`config.mk`:
```
export PLATFORM = sky130hd
export DESIGN_NAME = multi_alarm_clock
export DESIGN_NICKNAME = d
export VERILOG_FILES = /design/src/rtl/clock_pkg.sv /design/src/rtl/bcd_mod_counter.sv /design/src/rtl/multi_alarm_clock.sv
export SDC_FILE = /design/constraint.sdc
export NUM_CORES = 1
export LEC_CHECK = 0
export CAP_MARGIN = 15
export CORE_MARGIN = 2
export CORE_UTILIZATION = 50
export DETAILED_ROUTE_END_ITERATION = 10
export GPL_TIMING_DRIVEN = 0
export PLACE_DENSITY_LB_ADDON = 0.08
export RECOVER_POWER = 50
export SLEW_MARGIN = 20
export SYNTH_ARGS = -nofsm -noshare
export SYNTH_HDL_FRONTEND = slang
export SYNTH_HIERARCHICAL = 1
export SYNTH_SLANG_ARGS = --single-unit
```
`constraint.sdc`:
```
create_clock -name clk -period 3.7 [get_ports clk]
set_input_delay 0.555 -clock clk [delete_from_list [all_inputs] [get_ports clk]]
set_output_delay 0.555 -clock clk [all_outputs]
set_load 0.02 [all_outputs]
```
`src/rtl/clock_pkg.sv`:
```
// clock_pkg: shared types and helpers for the alarm clock core.
//  - bcd_t        : one BCD digit
//  - ring_state_e : alarm FSM states (IDLE / RING / SNOOZE)
//  - *_MOD/*_MAX  : counter moduli and largest legal field values
//  - bcd_valid()  : checks a {tens,units} BCD byte against an upper bound
package clock_pkg;

  typedef logic [3:0] bcd_t;

  typedef enum logic [1:0] {
    ST_IDLE   = 2'd0,
    ST_RING   = 2'd1,
    ST_SNOOZE = 2'd2
  } ring_state_e;

  localparam int SEC_MOD  = 60;
  localparam int MIN_MOD  = 60;
  localparam int HOUR_MOD = 24;
  localparam int HOUR_MAX = 23;
  localparam int MIN_MAX  = 59;

  // Wide enough for the longest snooze (9 min * 60 s).
  localparam int CNT_W = 10;

  function automatic logic bcd_valid(input logic [7:0] v, input int max_val);
    int dec;
    dec = int'(v[7:4]) * 10 + int'(v[3:0]);
    return (v[7:4] <= 4'd9) && (v[3:0] <= 4'd9) && (dec <= max_val);
  endfunction

endpackage

```
`src/rtl/bcd_mod_counter.sv`:
```
// bcd_mod_counter: two-digit BCD counter wrapping at MOD-1 -> 00.
//  clk, clr_n : clock, async active-low clear
//  en         : carry-in from the lower field (advance by one)
//  inc        : manual advance; coinciding with en still advances only once
//  q_10/q_01  : tens / units digit
//  cout       : carry-out, only from en at the top value (manual wrap never carries)
module bcd_mod_counter
  import clock_pkg::*;
#(
  parameter int MOD = 60
) (
  input  logic clk,
  input  logic clr_n,
  input  logic en,
  input  logic inc,
  output bcd_t q_10,
  output bcd_t q_01,
  output logic cout
);

  localparam bcd_t MAX_10 = 4'((MOD - 1) / 10);
  localparam bcd_t MAX_01 = 4'((MOD - 1) % 10);

  logic at_max;
  assign at_max = (q_10 == MAX_10) && (q_01 == MAX_01);
  assign cout   = en & at_max;

  always_ff @(posedge clk or negedge clr_n) begin
    if (!clr_n) begin
      q_10 <= '0;
      q_01 <= '0;
    end else if (en || inc) begin
      if (at_max) begin
        q_10 <= '0;
        q_01 <= '0;
      end else if (q_01 == 4'd9) begin
        q_10 <= q_10 + 4'd1;
        q_01 <= '0;
      end else begin
        q_01 <= q_01 + 4'd1;
      end
    end
  end

endmodule

```
`src/rtl/multi_alarm_clock.sv`:
```
// multi_alarm_clock: BCD HH:MM:SS time-of-day core with ALARM_NUM alarm slots
// and a ring/snooze FSM. Runs from the board clock with an internal 1 Hz enable.
//  clk, clr_n                  : board clock, async active-low reset
//  min_inc / hour_inc          : manual time correction pulses
//  alarm_wr/idx/hour/min/on    : slot write (ignored if BCD invalid or idx out of range)
//  ack / snooze                : stop ringing / defer ring (ack wins)
//  sec_bcd/min_bcd/hour_bcd    : current time, BCD {tens,units}
//  tick_1hz                    : pulse coinciding with each new second value
//  ring / ring_idx             : alarm sounding, slot that started it
//  chime                       : hourly chime request
// Optional feature: define HOURLY_CHIME_EN to build the chime logic; otherwise
// chime is tied low.
module multi_alarm_clock
  import clock_pkg::*;
#(
  parameter int CLK_DIV    = 50_000_000,
  parameter int ALARM_NUM  = 4,
  parameter int RING_SEC   = 30,
  parameter int SNOOZE_MIN = 5,
  localparam int IW = (ALARM_NUM > 1) ? $clog2(ALARM_NUM) : 1
) (
  input  logic          clk,
  input  logic          clr_n,
  input  logic          min_inc,
  input  logic          hour_inc,
  input  logic          alarm_wr,
  input  logic [IW-1:0] alarm_idx,
  input  logic [7:0]    alarm_hour_bcd,
  input  logic [7:0]    alarm_min_bcd,
  input  logic          alarm_on,
  input  logic          ack,
  input  logic          snooze,
  output logic [7:0]    sec_bcd,
  output logic [7:0]    min_bcd,
  output logic [7:0]    hour_bcd,
  output logic          tick_1hz,
  output logic          ring,
  output logic [IW-1:0] ring_idx,
  output logic          chime
);

  localparam int PW = $clog2(CLK_DIV);
  localparam logic [CNT_W-1:0] RING_LAST   = CNT_W'(RING_SEC - 1);
  localparam logic [CNT_W-1:0] SNOOZE_LAST = CNT_W'(SNOOZE_MIN * 60 - 1);

  // Prescaler; the wrap cycle advances the time and raises tick_1hz together.
  logic [PW-1:0] presc;
  logic          wrap;
  assign wrap = (presc == PW'(CLK_DIV - 1));

  always_ff @(posedge clk or negedge clr_n) begin
    if (!clr_n) begin
      presc    <= '0;
      tick_1hz <= 1'b0;
    end else begin
      presc    <= wrap ? '0 : presc + 1'b1;
      tick_1hz <= wrap;
    end
  end

  logic sec_cout, min_cout, unused_day_wrap;

  bcd_mod_counter #(.MOD(SEC_MOD)) u_sec (
    .clk(clk), .clr_n(clr_n), .en(wrap), .inc(1'b0),
    .q_10(sec_bcd[7:4]), .q_01(sec_bcd[3:0]), .cout(sec_cout)
  );
  bcd_mod_counter #(.MOD(MIN_MOD)) u_min (
    .clk(clk), .clr_n(clr_n), .en(sec_cout), .inc(min_inc),
    .q_10(min_bcd[7:4]), .q_01(min_bcd[3:0]), .cout(min_cout)
  );
  bcd_mod_counter #(.MOD(HOUR_MOD)) u_hour (
    .clk(clk), .clr_n(clr_n), .en(min_cout), .inc(hour_inc),
    .q_10(hour_bcd[7:4]), .q_01(hour_bcd[3:0]), .cout(unused_day_wrap)
  );

  // Alarm slots. Out-of-range indices simply match no slot.
  logic [ALARM_NUM-1:0][7:0] slot_hour, slot_min;
  logic [ALARM_NUM-1:0]      slot_en;
  logic                      wr_ok;
  assign wr_ok = alarm_wr && bcd_valid(alarm_hour_bcd, HOUR_MAX)
                          && bcd_valid(alarm_min_bcd, MIN_MAX);

  always_ff @(posedge clk or negedge clr_n) begin
    if (!clr_n) begin
      slot_hour <= '0;
      slot_min  <= '0;
      slot_en   <= '0;
    end else if (wr_ok) begin
      for (int i = 0; i < ALARM_NUM; i++) begin
        if (alarm_idx == IW'(i)) begin
          slot_hour[i] <= alarm_hour_bcd;
          slot_min[i]  <= alarm_min_bcd;
          slot_en[i]   <= alarm_on;
        end
      end
    end
  end

  // Priority encoder: scanning downward lets the lowest matching index win.
  // Evaluated in the tick_1hz cycle so it sees the freshly updated time.
  logic          hit;
  logic [IW-1:0] hit_idx;
  logic          match;

  always_comb begin
    hit     = 1'b0;
    hit_idx = '0;
    for (int i = ALARM_NUM - 1; i >= 0; i--) begin
      if (slot_en[i] && slot_hour[i] == hour_bcd && slot_min[i] == min_bcd) begin
        hit     = 1'b1;
        hit_idx = IW'(i);
      end
    end
  end

  assign match = tick_1hz && (sec_bcd == 8'h00) && hit;

  // Ring/snooze FSM; one counter serves both ring length and snooze length.
  ring_state_e      state, state_next;
  logic [CNT_W-1:0] cnt, cnt_next;
  logic [IW-1:0]    idx_next;

  always_ff @(posedge clk or negedge clr_n) begin
    if (!clr_n) begin
      state    <= ST_IDLE;
      cnt      <= '0;
      ring_idx <= '0;
    end else begin
      state    <= state_next;
      cnt      <= cnt_next;
      ring_idx <= idx_next;
    end
  end

  always_comb begin
    state_next = state;
    cnt_next   = cnt;
    idx_next   = ring_idx;
    case (state)
      ST_IDLE: begin
        if (match) begin
          state_next = ST_RING;
          cnt_next   = '0;
          idx_next   = hit_idx;
        end
      end
      ST_RING: begin
        if (ack) begin
          state_next = ST_IDLE;
        end else if (snooze) begin
          state_next = ST_SNOOZE;
          cnt_next   = '0;
        end else if (tick_1hz) begin
          if (cnt == RING_LAST) state_next = ST_IDLE;
          else                  cnt_next   = cnt + 1'b1;
        end
      end
      ST_SNOOZE: begin
        if (ack) begin
          state_next = ST_IDLE;
        end else if (tick_1hz) begin
          if (cnt == SNOOZE_LAST) begin
            state_next = ST_RING;
            cnt_next   = '0;
          end else begin
            cnt_next = cnt + 1'b1;
          end
        end
      end
      default: state_next = ST_IDLE;
    endcase
  end

  always_comb begin
    ring = (state == ST_RING);
  end

`ifdef HOURLY_CHIME_EN
  // Pips on even seconds 50..58, long tone on :59.
  always_comb begin
    chime = (min_bcd == 8'h59) && (sec_bcd[7:4] == 4'd5) &&
            ((sec_bcd[3:0] == 4'd9) || !sec_bcd[0]);
  end
`else
  assign chime = 1'b0;
`endif

endmodule

```
==> flow_summary.ini, run 1 <==
[setup_path]
startpoint_type = input pin
crit_type = input pin to flop
crit_slowest_cell = clkdlybuf4s50_1
r2r-start = presc[16]$_DFF_PN0_
crit_path_end = slot_min[19]$_DFFE_PN0P_
end_kind = flop
worstPathRequired_ns = 4.00
worst-path-max-fanout = 10
worst_path_largest_cell_delay_ns = 0.60
r2r-end = u_hour/q_10[2]$_DFFE_PN0P_
critPathLaunch = alarm_min_bcd[4]
rrSetupSlack_ns = 0.30
arrival_ns = 3.75
reg2reg_depth = 10
path_cells = clkdlybuf4s50_1 -> ha_1 -> ha_1 -> inv_1 -> fa_1 -> nor4b_2 -> nand4_1 -> o21ai_0 -> nand4_1 -> or3_1 -> buf_6 -> buf_6 -> mux2_4

[floorplanning]
core_area_um2 = 15200
die_w_um = 129
die_h_um = 129
num_io_pins = 55
start_util_pct = 51.3
die_area_um2 = 16600
rows = 45

[run_status]
status = complete, but fails checks
violations = max-capacitance violations, max-slew violations

[synth]
synthesis.area_um2 = 7800
syn_avg_cell_area_um2 = 11.1
synth_cells = 703
synth.yosys.warnings = 6

[global_route]
grt_overflow_total = 0
gr-usage-met2_pct = 37.2
gr-usage-met1_pct = 33.7
grt_pass1_vias = 5652
grt_pass1_wl_um = 30000
busiest_layer = met2
track_usage_pct = 23.6
use_met3_pct = 4.20
antenna_found_initial = 0
grt_max_degree = 82

[sta]
finalSetupViolCount = 0
max_freq_ghz = 0.290
holdWs_ns = 0.484
worst_pin_slew_ns = 2.96
slew_headroom_pct = -97.5
finalSetupTns_ns = 0
drv_slew = 53
rsz0062_at_grt = no
period_share_pct = 93.2
layout_min_cycle_time_ns = 3.45
report.final.hold_viol_count = 0
fin_skew_ns = 0.00714

[routing]
initialDrtViolationCount = 280
drt-total-wl_um = 18500
vias = 5600
wl_per_cell_um = 18.9
drtPass1Iterations = 4
ant_nets = 0
drc = 0
avgViaCountPerCell = 5.74

[worst_hold_path]
min_delay_path_depth = 1
min_path_type = flop to flop

[power]
leakagePower_nw = 4.31
totalPowerFinal_mw = 5.49
peakVddDrop_mv = 0.506
powerDensity_nw_per_um2 = 595

[cts]
cts_hold_buf = 0
cts.clk_slew.worst_paths_ns = 0.06
htreeDepth = 4
tritoncts = built
cts_sinks = 133
cts_made_buffers = 17
clk_latency_ns = 0.42
ctsRootBufferMaster = clkbuf_16
cts_buffer_depth = 2

[final_layout]
antenna_cells = 0
fin_nets = 840
final_util_pct = 60.8
syn2layout_area_growth_pct = 18.4
drive_above_1_share_pct = 17.9

[place]
port_buffers = 53
hpwlAfterDp_um = 13400
gp_congestion = 0.874

[job]
drv_cap = 1
[cell type report]
| class | instances | area [um2] |
|---|---|---|
| clock buffer | 20 | 457 |
| multi-input combinational | 526 | 4230 |
| fill | 1274 | 5970 |
| inverter | 28 | 105 |
| timing repair buffer | 54 | 554 |
| buffer | 17 | 155 |
| sequential | 133 | 3330 |
| clock inverter | 9 | 176 |
| tap | 188 | 235 |
[critical path, delay by kind of cell]
family,cells,cell delay (ns)
AOI/OAI and AO/OA,1,0.13
adders and majority gates,3,0.85
buffers and inverters,4,0.98
muxes,1,0.30
and+or+nand+nor,4,0.92
[registers in the layout, indices dropped and copies added, names as in the netlist, 10 cells and up]
register,cells
slot_min,32
presc,26
slot_hour,32
cnt,10
[metal layers]
layer / up-vias / wire length (um)
met4: 0 / 195
met3: 17 / 624
met1: 2808 / 8980
li1: 2663 / -
met5: - / 0
met2: 112 / 8660
[timing repair]
action | in CTS | in global routing
setup endpoints to repair | 40 | 43
pin swaps | 0 | 0
buffers inserted | 0 | 0
gates resized for setup | 2 | 4
[worst min path at each step]
stage	startpoint	end	slack, ns
floorplan	clr_n	cnt[0]$_DFFE_PN0P_	0.26
global placement	presc[4]$_DFF_PN0_	presc[4]$_DFF_PN0_	0.46
detailed placement	presc[4]$_DFF_PN0_	presc[4]$_DFF_PN0_	0.47
CTS	clr_n	cnt[0]$_DFFE_PN0P_	0.06
global route	presc[18]$_DFF_PN0_	presc[18]$_DFF_PN0_	0.51
finish	presc[0]$_DFF_PN0_	presc[0]$_DFF_PN0_	0.48
[power breakdown]
group          internal, mW  total (mW)  switching [mW]  leakage [nW]
Combinational         0.792        1.67           0.877          2.21
Sequential             1.63        2.00           0.371          1.79
Clock                  1.22        1.83           0.606         0.308
Total                  3.64        5.49            1.85          4.31
[cell usage in the layout, fill, tap and decap left out, drive strengths merged, types with 6 or more instances in the layout]
cell and n:
a21oi 24, and3 16, ha 33, nor4 16, nand2 40, nand3 30
o21ai 34, a21o 6, nor3 9, nor2 37, nor2b 6, buf 14
or3 12, dfrtp 133, nand4 17, clkbuf 25, xnor2 51, inv 29
mux2 75, o22ai 7, clkdlybuf4s50 45, xor2 37
[stage by stage]
stage / worst slack [ns] / instance area, um2 / instances
CTS: 0.0794 / 9240 / 976
finish: 0.251 / 9240 / 975
floorplan: 0.615 / 7810 / 705
global placement: -3.30 / 8570 / 946
detailed placement: -0.497 / 8610 / 947
global route: 0.0290 / 9240 / 975
Note: power is estimated with default switching activity, not from simulation.
==> run 2, diff against run 1 <==
Settings changed: ABC_AREA set to 1, CAP_MARGIN 15 to not set.
==> run 2 against run 1 <==
Against the previous run: the run still ends with max-capacitance violations, max-slew violations left; synthesized cell count rose by 52%; die area rose by 6.3%; global-route usage rose by 0.23 points; final area grew 6.5%; count of clock-buffer cells in the layout grew 2; routed wire length increased by 7.1%; sequential cell count stayed put; worst hold slack worse by 0.0024 ns; non-clock buffer count up 6; via count grew 24%; critical path depth rose by 2; synthesized area rose by 6.6%; critical endpoint is now u_hour/q_10[1]$_DFFE_PN0P_.
==> flow_summary.ini, run 2 <==
[final_layout]
antenna_cells = 0
multi_input_area_um2 = 4170
reg_top3 = slot_hour: 32 flops, slot_min: 32 flops, presc: 26 flops
fillCellCount = 1491
ff_latch_area_um2 = 3330
fin_cells = 1377
finish.instance_area_um2 = 9830
final_cell_mix = nand2_1 (316), inv_1 (149), dfrtp_1 (133), nor2_1 (97), clkdlybuf4s50_1 (52)
syn2layout_area_growth_pct = 18.3
fin_nets = 1208
layout_commonest_cell = nand2_1
drive_above_1_share_pct = 10.4

[routing]
drtPass1Iterations = 5
initialDrtViolationCount = 405
met2_length_um = 9220
vias = 6956
highest_layer = met4
ant_nets = 0
drc = 0
wl_per_cell_um = 14.4
drt-total-wl_um = 19800
wl_met3_um = 665
avgViaCountPerCell = 5.05
met1_length_um = 9660

[global_route]
antenna_found_initial = 0
grt_overflow_total = 0
track_usage_pct = 23.9
grt_pass1_vias = 6662
grt_max_degree = 96
grt_pass1_wl_um = 33300

[setup_path]
arrival_ns = 3.72
worst_path_largest_cell_delay_ns = 0.78
crit_family = simple AND/OR/NAND/NOR gates
startpoint_type = flop
cpMostUsedCell = nand2_1
worst-path-max-fanout = 10
end_kind = flop
crit_type = flop to flop
crit_buf_inv = 4
worstPathRequired_ns = 4.06
path_cells = ha_1 -> nand2_1 -> nor2_4 -> and2_0 -> nand2_1 -> nor4_2 -> inv_1 -> nor2_1 -> inv_1 -> nor2_1 -> inv_1 -> nand2_1 -> buf_4 -> nand4_1 -> nand2_1
crit_slowest_cell = nor4_2

[floorplanning]
num_io_pins = 55
core_area_um2 = 16400
rows = 47
die_h_um = 133
die_w_um = 133
start_util_pct = 50.7
die_area_um2 = 17700

[worst_hold_path]
min_path_type = flop to flop

[sta]
fin_skew_ns = 0.00726
drv_slew = 39
max_freq_ghz = 0.297
worst_slack_ns = 0.336
period_share_pct = 90.9
worst_pin_slew_ns = 2.20
finalSetupViolCount = 0
holdWs_ns = 0.482
slew_headroom_pct = -46.8
rsz0062_at_grt = no
report.final.hold_viol_count = 0
layout_min_cycle_time_ns = 3.36

[synth]
synth_cells = 1071
synthesis.area_um2 = 8310
syn_avg_cell_area_um2 = 7.76
synth.yosys.warnings = 6

[cts]
cts.clk_slew.worst_paths_ns = 0.06
cts_made_buffers = 17
ctsRootBufferMaster = clkbuf_16
post_cts_resize_count = 0
cts_hold_buf = 0
cts_sinks = 133
cts_buffer_depth = 2
clk_latency_ns = 0.42
htreeDepth = 4
tritoncts = built
cts_setup_buffers = 0

[run_status]
status = complete, but fails checks
violations = max-capacitance violations, max-slew violations

[power]
powerDensity_nw_per_um2 = 553
leakagePower_nw = 4.67
peakVddDrop_mv = 0.334
totalPowerFinal_mw = 5.43

[place]
placed_cells = 1346
place_ws_ns = 0.265
port_buffers = 53
hpwlAfterDp_um = 14300
placed_area_um2 = 9160
gp_congestion = 0.883

[job]
drv_cap = 1
==> run 2: cell type report <==
class / count / area share [%]
buffer: 23 / 2.02
clock buffer: 22 / 4.82
clock inverter: 9 / 2.49
inverter: 157 / 5.99
multi-input combinational: 759 / 42.4
sequential: 133 / 33.8
tap: 220 / 2.80
timing repair buffer: 54 / 5.61
==> run 2: report_power, final <==
part / internal [mW] / leakage (nW) / switching (mW)
registers: 1.63 / 1.80 / 0.296
logic: 0.622 / 2.52 / 0.818
clock network: 1.45 / 0.350 / 0.621
==> run 2: routing by layer <==
layer | global-route usage (%) | up-vias
met5 | 0 | -
met4 | 6.93 | 0
met3 | 4.60 | 19
met2 | 38.2 | 104
met1 | 33.1 | 3283
li1 | - | 3550
==> run 2: worst paths after layout <==
| check | startpoint | to | depth (start not counted) | slack, ns |
|---|---|---|---|---|
| setup reg to reg | presc[0]$_DFF_PN0_ | u_hour/q_10[1]$_DFFE_PN0P_ | 15 | 0.34 |
| max in group asynchronous | clr_n | cnt[3]$_DFFE_PN0P_ | 2 | 1.58 |
| hold reg to reg | ring_idx[0]$_DFFE_PN0P_ | ring_idx[0]$_DFFE_PN0P_ | 2 | 0.48 |
| min in group asynchronous | clr_n | u_hour/q_10[2]$_DFFE_PN0P_ | 1 | 0.78 |
| setup / recovery | presc[0]$_DFF_PN0_ | u_hour/q_10[1]$_DFFE_PN0P_ | 15 | 0.34 |
| hold / removal | ring_idx[0]$_DFFE_PN0P_ | ring_idx[0]$_DFFE_PN0P_ | 2 | 0.48 |
==> run 2: through the flow <==
| step | util [%] | TNS [ns] |
|---|---|---|
| 2_1_floorplan | - | 0 |
| 3_3_place_gp | 55.6 | -453.77 |
| 3_5_place_dp | 55.8 | 0 |
| 4_1_cts | 60.2 | 0 |
| 5_1_grt | 59.9 | 0 |
| 6_report | 59.9 | 0 |
==> run 2: worst reg2reg max path, cell delays in order, from the launching register on <==
cell,delay [ns]
dfrtp_1,0.39
ha_1,0.21
nand2_1,0.12
nor2_4,0.17
and2_0,0.25
nand2_1,0.10
nor4_2,0.78
inv_1,0.09
nor2_1,0.28
inv_1,0.07
nor2_1,0.22
inv_1,0.09
nand2_1,0.15
buf_4,0.19
nand4_1,0.11
nand2_1,0.08
==> run 3, diff against run 2 <==
Settings changed: CORE_MARGIN 2 to not set, SKIP_LAST_GASP set to 1.
Clock period 3.7 ns to 3.1 ns, I/O delays scaled along.
==> run 3 against run 2 <==
Against the previous run: power rose by 14%; sequential share of layout area rose by 0.19 points; highest routed layer unchanged; sequential cell count did not move; largest power group is now registers; the run still ends with max-capacitance violations, max-slew violations left.
==> flow_summary.ini, run 3 (synthesis gave the netlist of run 2 again) <==
[setup_path]
end_kind = flop
r2r-end = u_hour/q_01[3]$_DFFE_PN0P_
crit_type = input pin to flop
arrival_ns = 3.17
r2r-start = presc[0]$_DFF_PN0_
startpoint_type = input pin
worst-path-max-fanout = 10
rrSetupSlack_ns = 0.28
worstPathRequired_ns = 3.40
reg2reg_depth = 16

[worst_hold_path]
min_delay_path_depth = 2
min_path_type = flop to flop
hold_path_end = ring_idx[1]$_DFFE_PN0P_
min_from = ring_idx[1]$_DFFE_PN0P_

[final_layout]
fin_cells = 1377
finish.instance_area_um2 = 9780
layout_commonest_cell = nand2_1
final_cell_mix = nand2_1 (314), inv_1 (149), dfrtp_1 (133), nor2_1 (95), clkdlybuf4s50_1 (52)
antenna_cells = 0
drive_above_1_share_pct = 11.5
reg_top3 = slot_hour: 32 flops, slot_min: 32 flops, presc: 26 flops
syn2layout_area_growth_pct = 17.6
fin_nets = 1211

[floorplanning]
core_area_um2 = 16100
rows = 46
start_util_pct = 51.8
die_area_um2 = 17100
num_io_pins = 55
die_w_um = 131
die_h_um = 131

[routing]
drtPass1Iterations = 6
drc = 0
initialDrtViolationCount = 327
drt-total-wl_um = 20100
wl_per_cell_um = 14.6
ant_nets = 0
vias = 6947
avgViaCountPerCell = 5.05

[place]
placed_area_um2 = 9150
hpwlAfterDp_um = 14500
port_buffers = 53
placed_cells = 1342
gp_congestion = 0.853

[run_status]
violations = max-capacitance violations, max-slew violations
status = complete, but fails checks

[power]
powerDensity_nw_per_um2 = 632
peakVddDrop_mv = 0.414
leakagePower_nw = 4.66

[cts]
htreeDepth = 4
clk_latency_ns = 0.42
tritoncts = built
cts.clk_slew.worst_paths_ns = 0.06
cts_sinks = 133
cts_buffer_depth = 2
cts_hold_buf = 0
ctsRootBufferMaster = clkbuf_16
cts_made_buffers = 17

[sta]
drv_slew = 72
worst_pin_slew_ns = 1.85
fin_skew_ns = 0.00864
period_share_pct = 92.4
report.final.hold_viol_count = 0
finalSetupViolCount = 0
finalSetupTns_ns = 0
slew_headroom_pct = -23.4
max_freq_ghz = 0.349
rsz0062_at_grt = no
layout_min_cycle_time_ns = 2.86

[global_route]
grt_max_degree = 72
grt_pass1_vias = 6572
grt_overflow_total = 0
antenna_found_initial = 0
grt_pass1_wl_um = 33200
track_usage_pct = 25.5

[job]
drv_cap = 1
-- run 3: routing by layer --
metal  vias up  wire length, um  global-route usage (%)
met2       128             9380                    40.5
met5         -                0                       0
met4         0              202                    6.69
met3        14              713                    4.28
met1      3260             9760                    36.0
li1       3545                -                       -
-- run 3: area by class of cell --
type,instances,area [um2]
Fill cell,1482,6280
Multi-Input combinational cell,759,4210
Sequential cell,133,3330
Inverter,157,589
Timing Repair Buffer,57,556
Clock buffer,17,425
Tap cell,216,270
Clock inverter,15,205
Buffer,23,199
-- run 3: how the worst max path moves through the flow --
| stage | startpoint | end | slack, ns | depth (start not counted) |
|---|---|---|---|---|
| floorplan | presc[0]$_DFF_PN0_ | u_hour/q_01[2]$_DFFE_PN0P_ | 0.58 | 15 |
| global placement | clr_n | presc[13]$_DFF_PN0_ | -3.92 | 1 |
| detailed placement | alarm_min_bcd[5] | slot_hour[20]$_DFFE_PN0P_ | -0.25 | 12 |
| CTS | presc[0]$_DFF_PN0_ | u_hour/q_01[1]$_DFFE_PN0P_ | 0.09 | 15 |
| global route | alarm_min_bcd[5] | slot_hour[20]$_DFFE_PN0P_ | 0.03 | 12 |
| finish | alarm_min_bcd[5] | slot_hour[23]$_DFFE_PN0P_ | 0.24 | 12 |
-- run 3: stage by stage --
step                      setup WS (ns)  power, mW  utilization [%]  hold WS, ns
after floorplan                   0.578       3.39                -        0.169
after global placement            -3.92       4.00             56.8        0.462
after detailed placement         -0.253       4.05             57.0        0.463
after CTS                        0.0865       6.24             61.0       0.0264
after global routing             0.0332       6.57             60.9        0.515
final                             0.235       6.18             60.9        0.472
-- run 3: critical path, stage by stage --
cell and delay, ns:
clkdlybuf4s50_1 0.59, ha_1 0.28, ha_1 0.22, inv_1 0.07, fa_1 0.43, nor4_1 0.18, nand3_1 0.18, nand2_2 0.16
nand4_4 0.22, buf_6 0.24, nand2_1 0.07, o21ai_1 0.07
-- run 3: report_power, final --
| part | switching [mW] | internal [mW] | total (mW) |
|---|---|---|---|
| clock network | 0.811 | 1.35 | 2.16 |
| registers | 0.354 | 1.94 | 2.30 |
| logic | 0.982 | 0.740 | 1.72 |
| total | 2.15 | 4.03 | 6.18 |
-- run 3: timing repair --
| action | in CTS | in global routing |
|---|---|---|
| resized for setup | 1 | 2 |
| setup endpoints to repair | 8 | 22 |
| buffers inserted | 0 | 3 |
| pin swaps | 0 | 1 |
